==> config.mk <==
export PLATFORM = sky130hd
export DESIGN_NAME = z16_register_file
export DESIGN_NICKNAME = d
export VERILOG_FILES = /design/src/rtl/z16_pkg.sv /design/src/rtl/z16_rf_read_port.sv /design/src/rtl/z16_register_file.sv
export SDC_FILE = /design/constraint.sdc
export NUM_CORES = 1
export LEC_CHECK = 0
export ABC_AREA = 1
export CORE_MARGIN = 2
export CORE_UTILIZATION = 25
export DETAILED_ROUTE_END_ITERATION = 12
export RECOVER_POWER = 50
export SETUP_SLACK_MARGIN = 0.3
export SYNTH_ARGS = -nofsm -noshare
export SYNTH_HDL_FRONTEND = slang
export SYNTH_HIERARCHICAL = 1
export SYNTH_SLANG_ARGS = --single-unit
==> constraint.sdc <==
create_clock -name i_clk -period 1.95 [get_ports i_clk]
set_clock_uncertainty 0.15 [all_clocks]
set_input_delay 0.4875 -clock i_clk [delete_from_list [all_inputs] [get_ports i_clk]]
set_output_delay 0.4875 -clock i_clk [all_outputs]
set_load 0.02 [all_outputs]
==> src/rtl/z16_pkg.sv <==
// rtl/z16_pkg.sv - Z16 core shared widths and types (decoder, ALU, register file)
package z16_pkg;

  localparam int Z16_DATA_W     = 16;
  localparam int Z16_REG_ADDR_W = 4;
  localparam int Z16_NUM_REGS   = 1 << Z16_REG_ADDR_W;

  typedef logic [Z16_DATA_W-1:0]     z16_word_t;
  typedef logic [Z16_REG_ADDR_W-1:0] z16_reg_addr_t;

endpackage : z16_pkg

==> src/rtl/z16_rf_read_port.sv <==
// rtl/z16_rf_read_port.sv - 16:1 register read mux with optional write forwarding (Z16_RF_BYPASS_EN)
module z16_rf_read_port
  import z16_pkg::*;
#(
  parameter int DATA_W = Z16_DATA_W,
  parameter int ADDR_W = Z16_REG_ADDR_W
) (
  input  logic                              i_rst_n,
  input  logic [(1<<ADDR_W)-1:0][DATA_W-1:0] i_regs,
  input  logic [ADDR_W-1:0]                 i_addr,
  input  logic                              i_rd_wen,
  input  logic [ADDR_W-1:0]                 i_rd_addr,
  input  logic [DATA_W-1:0]                 i_rd_data,
  output logic [DATA_W-1:0]                 o_data
);

  logic [DATA_W-1:0] w_data;

`ifdef Z16_RF_BYPASS_EN
  // Select the stored word, overridden by the in-flight write when it targets the same register
  always_comb begin
    w_data = i_regs[i_addr];
    // Gated by reset so the port keeps reading zero while the array is held clear
    if (i_rst_n && i_rd_wen && (i_rd_addr == i_addr)) begin
      w_data = i_rd_data;
    end
  end
`else
  // Write-port signals are only consumed by the forwarding path
  logic w_unused_bypass;
  assign w_unused_bypass = ^{i_rst_n, i_rd_wen, i_rd_addr, i_rd_data};

  // Select the stored word; a same-cycle write is seen only after the clock edge
  always_comb begin
    w_data = i_regs[i_addr];
  end
`endif

  assign o_data = w_data;

endmodule : z16_rf_read_port

==> src/rtl/z16_register_file.sv <==
// rtl/z16_register_file.sv - Z16 16x16 register file, 2 async read ports, 1 sync write port (Z16_RF_BYPASS_EN)
module z16_register_file
  import z16_pkg::*;
#(
  parameter int DATA_W = Z16_DATA_W,
  parameter int ADDR_W = Z16_REG_ADDR_W
) (
  input  logic              i_clk,
  input  logic              i_rst_n,
  input  logic [ADDR_W-1:0] i_rs1_addr,
  input  logic [ADDR_W-1:0] i_rs2_addr,
  input  logic [ADDR_W-1:0] i_rd_addr,
  input  logic              i_rd_wen,
  input  logic [DATA_W-1:0] i_rd_data,
  output logic [DATA_W-1:0] o_rs1_data,
  output logic [DATA_W-1:0] o_rs2_data
);

  localparam int NUM_REGS = 1 << ADDR_W;

  logic [NUM_REGS-1:0][DATA_W-1:0] r_regs;

  // Storage array: cleared immediately by reset, otherwise one decoded write per clock
  always_ff @(posedge i_clk or negedge i_rst_n) begin
    if (!i_rst_n) begin
      r_regs <= '0;
    end else if (i_rd_wen) begin
      r_regs[i_rd_addr] <= i_rd_data;
    end
  end

  z16_rf_read_port #(
    .DATA_W (DATA_W),
    .ADDR_W (ADDR_W)
  ) u_rs1_port (
    .i_rst_n   (i_rst_n),
    .i_regs    (r_regs),
    .i_addr    (i_rs1_addr),
    .i_rd_wen  (i_rd_wen),
    .i_rd_addr (i_rd_addr),
    .i_rd_data (i_rd_data),
    .o_data    (o_rs1_data)
  );

  z16_rf_read_port #(
    .DATA_W (DATA_W),
    .ADDR_W (ADDR_W)
  ) u_rs2_port (
    .i_rst_n   (i_rst_n),
    .i_regs    (r_regs),
    .i_addr    (i_rs2_addr),
    .i_rd_wen  (i_rd_wen),
    .i_rd_addr (i_rd_addr),
    .i_rd_data (i_rd_data),
    .o_data    (o_rs2_data)
  );

endmodule : z16_register_file

# Word-level counts from Yosys, hierarchy flattened
# Cells that the tools add are included.
# word_totals
ff_bits	256
in_bits	31
output_inout_bits	32
wordCells	28
# op_classes
order_cmp	4
muxes	7
n_reduce_logical	1
# ops
operator	n
$bwmux 256	1
$bmux 16 s4	2
$demux 16 s4	1
$mux 16	3
$lt 4x5->1 const B	3
$ge 4x1->1 const B	1
$logic_and 1x1->1	1

# Logic depth before layout (Yosys ltp)
# Gate-level depths: netlist of run 1.
# logic_depth
ltp_word	5
ltp_mapped	9
depth_no_buf	7

# Hierarchy
# The synthesis of run 1 kept the hierarchy.
# by_module_without_submodules
module	instances	cells_per_inst	area_each_um2
z16_register_file	1	1186	10272.4
z16_rf_read_port	2	775	3266.9

# Least setup slack after synthesis of run 1
# OpenSTA, ideal clock, no wires.
# synth_path
kind	input to output
start	in i_rs1_addr[2]
end	out o_rs1_data[10]
arrival_time_ps	1291
t_required_ps	1312
slack_ps	21
cell_stages	6
path_cell_list	buf_2 -> inv_1 -> clkbuf_1 -> nand3_1 -> nand3_1 -> nand2_1
# synth_via
elab_chain_len	2
# synth_rtl
element	line_no	source
start: declaration	z16_register_file.sv:10	input logic [ADDR_W-1:0] i_rs1_addr,
$bmux 16 s4	z16_rf_read_port.sv:35	w_data = i_regs[i_addr];
$mux 16 (not written as such)	z16_rf_read_port.sv:35	
end: declaration	z16_register_file.sv:15	output logic [DATA_W-1:0] o_rs1_data,
# Every way passes these cells. The select of a mux whose other input is x is not followed.

# Worst setup path after layout of run 1
# layout_path
start	reg r_regs[150] (netlist name)
end	out o_rs1_data[6]
# layout_via
elab_chain_len	2
# layout_rtl
element	line_no	source
start: declaration	z16_register_file.sv:21	logic [NUM_REGS-1:0][DATA_W-1:0] r_regs;
start signal: indexed assignment	z16_register_file.sv:28	r_regs[i_rd_addr] <= i_rd_data;
$bmux 16 s4	z16_rf_read_port.sv:35	
$mux 16 (not written as such)	z16_rf_read_port.sv:35	
# Every way passes these cells. The select of a mux whose other input is x is not followed.

==> impl_results.md, run 1 <==
- Routed WL per cell: approximately 18 µm
- Initial antenna violation count: 3
- 1st-iter DRT viols: 1,751
- Maximum Capacitance Violations: 0
- Dpl ws: -1060 ps
- Largest register FFs: between 200 and 300
- Proportion of netlist area held by the largest area contributor: 0.381
- Filler Cell Count: between 7,000 and 8,000
- Maximum number of pins on one net before global-route repair: 53
- Fraction of layout instances using a drive strength above 1: 0.221
- Final-report hold violation count: 0
- WHS Path Cells: 5
- Area taken by flip-flops and latches: ~0.0064 mm²
- Leading register cell type out of synthesis: sky130_fd_sc_hd__dfrtp_1
- Wire length of the first global-routing pass: 102,000 µm
- Worst Path Max Fanout: 3
- GPL Wtd Cong: around 0.9
- Violated checks: setup timing
- Slowest stage cell on the critical path: sky130_fd_sc_hd__dfrtp_1
- Post-DR vias/cell: approximately 4.7
- Number of ports placed on the die boundary: 63
- Proportion of register bits with asynchronous set or reset after synthesis: 1.00
- Area of the die: around 0.07 mm²
- Seq/Total Area, Yosys: 0.381
- Cell leakage power: roughly 13 nW
- Die boundary width: 263 µm
- Std cell rows: between 90 and 100
- Crit path setup slack, layout: -366 ps
- Measured slew at the worst slew-check pin: 891 ps
- Core Area: ~0.067 mm²
- Power per standard cell area: between 800 and 900 mW/mm²
- Worst vdd rail ir drop: about 0.54 mV
- Remaining antenna violation count: 0
- Fmax: 432 MHz
- Net count, final: between 2,000 and 3,000
- Largest stage delay on the critical path: 430 ps
- Max_slew headroom: 0.406
- Crit Path Class: register to output pin
- CP startpoint kind: register
- Register-to-Register Path Depth: 5
- Number of I/O port buffers: between 60 and 70
- Final TNS setup: -9950 ps
- Post-DP HPWL: ~44,000 µm
- Unrepaired setup endpoints after global routing: yes
- Root Buffer Master: sky130_fd_sc_hd__clkbuf_16
- Mapped cell area: between 0.015 and 0.02 mm²
- Area growth from synthesis to final layout: 39.8%
- Cell type with the highest aggregate area in the netlist: sky130_fd_sc_hd__dfrtp_1
- Run status: finished, violations left
- Data required time of the critical path: about 1300 ps
- Most common cell type on the critical path: sky130_fd_sc_hd__nand3_2
- Die Y: 263 µm
- Crit path max-delay family: simple AND/OR/NAND/NOR gates
- Max-slew violations: 0
- Max Buffers Root-to-Sink: 3
- Min-Delay Path Class: input pin to register
- Worst hold-check slack: approximately 300 ps
- Maximum level of the CTS H-tree: 1
- Regs by FF count: r_regs x256
- Count of different cell masters after synthesis: 16
- Clock transition time at the flip-flop clock pins of the worst setup and hold paths: 70 ps
- Type of destination of the critical path: output pin
- Wire length after detailed routing: 68,000 µm
- Synthesized instance count: between 2,000 and 3,000
- Number of global-route vias before repair: around 17,000
- Number of clock sinks seen by CTS: approximately 260
- CP cell instances: inv_1, nand2_1, nand3_2, nand3_2, nand3_4, nand2_4, buf_6
- Number of nets produced by synthesis: approximately 2,800
- Cell types occupying the most area after synthesis: sky130_fd_sc_hd__dfrtp_1, sky130_fd_sc_hd__nand2_1, sky130_fd_sc_hd__nand3_1
- Number of synthesized register bits: 256
- Number of cells on the critical path: 7
- Bufs and invs on worst path: 2
- Gr usage total: 0.189
- Mean post-synth cell area: approximately 6.1 µm²
- TritonCTS clock tree: done
- Yosys warning count: 6
- Clock latency at the later pin of the worst-skew pair: 570 ps
- Final global-route overflow total: 0
- TritonCTS buffer count: 29
- DRC violation count after routing: 0
- Register bank with the most flops: r_regs
- Post-route fraction of the period consumed by the critical path: 1.19
- First-pass detailed-route iteration total: 6
- Vias: between 15,000 and 20,000
- Leading cell type by number of instances after synthesis: sky130_fd_sc_hd__nand2_1
- Footprint of the multi-input gates: around 0.0091 mm²
- Endpoint arrival time on the critical path: 1680 ps
- Number of enable-type register cells in the synthesized netlist: 0
- Min Tclk post-route: roughly 2300 ps
- Top post-synthesis cells by count: sky130_fd_sc_hd__nand2_1, sky130_fd_sc_hd__inv_1, sky130_fd_sc_hd__nand3_1
- Count of final setup violators: 44
- Starting utilization of the core area: 0.252
## worst min-delay path, stage by stage
cell	delay, ps
sky130_fd_sc_hd__dlymetal6s2s_1	160
sky130_fd_sc_hd__nand2_2	100
sky130_fd_sc_hd__nor2_4	120
sky130_fd_sc_hd__nand2_1	80
sky130_fd_sc_hd__nand2_1	50
## cells by family (layout without fill, tap and decap cells)
group	count (synthesis)	count (layout)	synth area share
flops	256	256	0.381
simple gates	1832	1832	0.450
other cells	0	1	0
buf+inv	616	841	0.154
compound gates	32	32	0.0143
## repair_timing
item                                    in CTS  in global routing
pin swaps                                  127                119
endpoints found under the setup margin     144                 57
cloned                                      10                  0
hold endpoints to repair                   213                  0
hold buffers                                 1                  0
setup buffers                               32                 42
gates resized for setup                    344                130
## cell type report
| type | instances | share of cell area |
|---|---|---|
| well taps | 873 | 0.0465 |
| multi-input cells | 1864 | 0.386 |
| clock inverters | 19 | 0.0139 |
| diodes | 1 | 0.000107 |
| flip-flops and latches | 256 | 0.273 |
| repair buffers | 357 | 0.176 |
| inverters | 430 | 0.0710 |
| clock buffers | 35 | 0.0340 |
## per-layer routing
metal	up-vias	wire, µm	track usage
li1	8636	-	-
met1	8388	28500	0.247
met2	698	31500	0.311
met3	169	4820	0.0322
met4	2	3170	0.0757
met5	-	13	0
## power by group
part	internal (mW)	total, mW	switching (mW)
clock network	3.99	6.51	2.52
logic	2.72	6.14	3.42
registers	6.43	7.48	1.05
total	13.1	20.1	7.00
## metrics by stage
stage	std cells	area [µm²]	util	power, mW
2_1_floorplan	2736	17300	-	10.6
3_3_place_gp	3695	20200	0.303	12.6
3_5_place_dp	3695	20200	0.303	12.6
4_1_cts	3792	22600	0.339	19.7
5_1_grt	3835	23500	0.352	21.2
6_report	3835	23500	0.352	20.1
## cell usage in the layout (no fill, tap or decap), drive strengths merged
cell type,synthesis,final
bufinv,0,8
nand4,64,64
buf,122,327
o21bai,32,32
bufbuf,0,3
clkbuf,64,39
clkdlybuf4s15,0,2
dlygate4sd3,0,1
diode,0,1
dfrtp,256,256
inv,430,430
dlymetal6s2s,0,2
clkinvlp,0,5
clkinv,0,6
dlygate4sd2,0,2
clkdlybuf4s50,0,16
nand2,1357,1357
nand3,393,393
nor2,18,18
## worst paths after layout
kind | start | to | slack, ps
setup / recovery | r_regs[150] | o_rs1_data[6] | -370
min in group asynchronous | i_rst_n | r_regs[18] | 460
hold / removal | i_rd_addr[3] | r_regs[216] | 300
max in group asynchronous | i_rst_n | r_regs[164] | 170
setup reg to reg | r_regs[146] | r_regs[146] | 850
hold reg to reg | r_regs[76] | r_regs[76] | 350
Note: power is estimated with default switching activity, not from simulation.
==> inputs of run 2 (changes only) <==
--- a/config.mk
+++ b/config.mk
@@ -6,6 +6,7 @@
 export NUM_CORES = 1
 export LEC_CHECK = 0
 export ABC_AREA = 1
+export CAP_MARGIN = 25
 export CORE_MARGIN = 2
 export CORE_UTILIZATION = 25
 export DETAILED_ROUTE_END_ITERATION = 12
==> run 2 against run 1 <==
Clock power down 2%. The run still ends with setup timing left. Power down 1.4%. Critical endpoint is now o_rs2_data[3]. Combinational power down 2%. Non-clock buffer count down 15. Highest routed layer unchanged. Flip-flop and latch count unchanged. Final cell count down 0.42%. Register-to-register slack worse by 20 ps. First-iteration DRC count up 2.1%. Hold slack worse by 1.1 ps. Die area unchanged. Clock-buffer cell count down 3. Utilization down 0.35 points.
==> impl_results.md, run 2 (synthesis gave the netlist of run 1 again) <==
- Footprint of the multi-input gates: 0.00903 mm² (was 0.00905 mm²)
- Worst Path Max Fanout: 3 (unchanged)
- Clock transition time at the flip-flop clock pins of the worst setup and hold paths: 70 ps (about the same)
- Final global-route overflow total: 0 (unchanged)
- Maximum number of pins on one net before global-route repair: 53 (unchanged)
- WHS Path Cells: 5 (unchanged)
- Run status: finished, violations left (unchanged)
- Bufs and invs on worst path: 2 (unchanged)
- Dpl ws: -1060 ps (about the same)
- Worst reg2reg setup slack: 830 ps (was 850 ps)
- Register-to-Register Path Depth: 5 (unchanged)
- Most frequent cells in the layout: sky130_fd_sc_hd__nand2_1, sky130_fd_sc_hd__inv_1, sky130_fd_sc_hd__dfrtp_1, sky130_fd_sc_hd__nand3_1, sky130_fd_sc_hd__buf_4 (unchanged)
- Relative contribution of the clock network to total power: 0.320 (was 0.323)
- Fraction of layout instances using a drive strength above 1: 0.215 (was 0.221)
- Area growth from synthesis to final layout: 38.3% (was 39.8%)
- Area taken by flip-flops and latches: 0.00641 mm² (about the same)
- Filler Cell Count: 7,071 (was 7,039)
- Min Tclk post-route: 2300 ps (was 2320 ps)
- Die boundary width: 263 µm (unchanged)
- Crit path max-delay family: simple AND/OR/NAND/NOR gates (unchanged)
- Endpoint arrival time on the critical path: 1660 ps (was 1680 ps)
- Measured slew at the worst slew-check pin: 887 ps (was 891 ps)
- Worst-case hold path end point: r_regs[17] (was r_regs[216])
- Data required time of the critical path: 1310 ps (about the same)
- TritonCTS buffer count: 28 (was 29)
- Largest register FFs: 256 (unchanged)
- Post-DR vias/cell: 4.69 (was 4.67)
- Initial antenna violation count: 3 (unchanged)
- Remaining antenna violation count: 0 (unchanged)
- Vias: 17,900 (about the same)
- Maximum Capacitance Violations: 0 (unchanged)
- Die Y: 263 µm (unchanged)
- GPL Wtd Cong: 0.892 (unchanged)
- DRC violation count after routing: 0 (unchanged)
- Starting utilization of the core area: 0.252 (unchanged)
- Cell internal power dissipation: 12.9 mW (was 13.1 mW)
- Clock latency at the later pin of the worst-skew pair: 580 ps (was 570 ps)
- Count of final setup violators: 32 (was 44)
- Net count, final: 2,953 (was 2,969)
- First-pass detailed-route iteration total: 6 (unchanged)
- Root Buffer Master: sky130_fd_sc_hd__clkbuf_16 (unchanged)
- CP cell instances: inv_1, nand2_1, nand3_2, nand3_2, nand3_2, nand2_2, buf_6 (was inv_1, nand2_1, nand3_2, nand3_2, nand3_4, nand2_4, buf_6)
- Wire length after detailed routing: 67,400 µm (was 68,000 µm)
- Switching component of the power: 6.96 mW (was 7.00 mW)
- Worst reg2reg endpoint: r_regs[93] (was r_regs[146])
- Largest stage delay on the critical path: 390 ps (was 430 ps)
- Total placed instance area: 0.0202 mm² (about the same)
- Max Buffers Root-to-Sink: 3 (unchanged)
- Gr usage total: 0.188 (was 0.189)
- Number of global-route vias before repair: 16,300 (was 16,600)
- Min-Delay Path Class: input pin to register (unchanged)
- Utilization after layout: 0.348 (was 0.352)
- Max-slew violations: 0 (unchanged)
- Core Area: 0.0668 mm² (unchanged)
- Unrepaired setup endpoints after global routing: yes (unchanged)
- Post-route fraction of the period consumed by the critical path: 1.18 (was 1.19)
- Maximum level of the CTS H-tree: 1 (unchanged)
- Most common cell type on the critical path: sky130_fd_sc_hd__nand3_2 (unchanged)
- Violated checks: setup timing (unchanged)
- CP startpoint kind: register (unchanged)
- Crit Reg-Reg Startpoint: r_regs[93] (was r_regs[146])
- Cell leakage power: 12.5 nW (was 12.7 nW)
- Routed WL per cell: 17.7 µm (about the same)
- Area of the die: 0.0693 mm² (unchanged)
- Number of clock sinks seen by CTS: 256 (unchanged)
- Worst vdd rail ir drop: 0.688 mV (was 0.541 mV)
- 1st-iter DRT viols: 1,787 (was 1,751)
- Most used routing layer in global routing: met2 (unchanged)
- Number of I/O port buffers: 62 (unchanged)
- TritonCTS clock tree: done (unchanged)
- Crit Path Class: register to output pin (unchanged)
- Max_slew headroom: 0.409 (was 0.406)
- Seq pwr share: 0.377 (was 0.371)
- Number of ports placed on the die boundary: 63 (unchanged)
- Met3 track demand over resource in global routing: 0.0268 (was 0.0322)
- Global Route met1 Usage: 0.249 (was 0.247)
- Switch share: 0.351 (was 0.347)
- Post-DP HPWL: 43,700 µm (was 43,600 µm)
- Fmax: 436 MHz (was 432 MHz)
- Combinational cell fraction of total power: 0.303 (was 0.305)
- Final-report hold violation count: 0 (unchanged)
- Regs by FF count: r_regs x256 (unchanged)
- Type of destination of the critical path: output pin (unchanged)
- Wire length of the first global-routing pass: 101,000 µm (was 102,000 µm)
- Std cell rows: 95 (unchanged)
- Global-route track usage on met2: 0.310 (was 0.311)
- Worst hold start: i_rd_wen (was i_rd_addr[3])
- Power per standard cell area: 854 mW/mm² (was 857 mW/mm²)
- Crit path setup slack, layout: -346 ps (was -366 ps)
- Register bank with the most flops: r_regs (unchanged)
- Final Instance Area: 0.0233 mm² (was 0.0235 mm²)
- Slowest stage cell on the critical path: sky130_fd_sc_hd__dfrtp_1 (unchanged)
- Most common cell after layout, fill and taps aside: sky130_fd_sc_hd__nand2_1 (unchanged)
run 2: stage by stage:
step                      hold slack, ps  total power [mW]  instances  TNS [ps]
after floorplan                     41.9              10.6       2736         0
after global placement               236              12.6       3695   -116600
after detailed placement             232              12.6       3696   -114380
after CTS                            259              19.4       3783     -9870
after global routing                 305              20.9       3819    -12620
final                                294              19.9       3819     -9680
run 2: cell type report:
cell class / count / area share
multi-input cells: 1864 / 0.388
diodes: 2 / 0.000215
repair buffers: 342 / 0.171
clock inverters: 20 / 0.0146
well taps: 873 / 0.0470
flip-flops and latches: 256 / 0.276
inverters: 430 / 0.0715
clock buffers: 32 / 0.0321
run 2: how the worst max path moves through the flow:
stage / from / end / slack [ps] / cells after the start
after floorplan: i_rs1_addr[0] / o_rs1_data[12] / 160 / 9
after global placement: i_rs2_addr[2] / o_rs2_data[12] / -1060 / 7
after detailed placement: i_rs2_addr[2] / o_rs2_data[12] / -1060 / 7
after CTS: r_regs[151] / o_rs1_data[7] / -350 / 7
after global routing: r_regs[146] / o_rs1_data[2] / -410 / 7
final: r_regs[179] / o_rs2_data[3] / -350 / 7
run 2: worst register-to-register path, delay by kind of cell, from the launching register on:
kind / cells / cell delay, ps
flops: 1 / 420
buf+inv: 3 / 300
compound gates: 1 / 90
simple gates: 1 / 60
run 2: power by group through the flow:
stage	Sequential (mW)	Combinational [mW]	Clock, mW
after floorplan	7.15	3.41	0
after global placement	7.52	5.05	0
after detailed placement	7.52	5.12	0
after CTS	7.44	5.57	6.43
after global routing	7.60	6.71	6.63
final	7.49	6.01	6.35
run 2: routing by layer:
layer  up-vias  wire [µm]
li1       8588          -
met1      8426      28100
met2       753      31500
met3       138       5050
met4         2       2840
met5         -         13
run 2: repair_timing:
| action | 4_1_cts | 5_1_grt |
|---|---|---|
| cloned | 6 | 1 |
| hold buffers | 1 | 0 |
| pin swaps | 133 | 79 |
| endpoints found under the hold margin | 256 | 0 |
| endpoints found under the setup margin | 127 | 100 |
| buffers inserted | 28 | 33 |
| gates resized for setup | 333 | 127 |
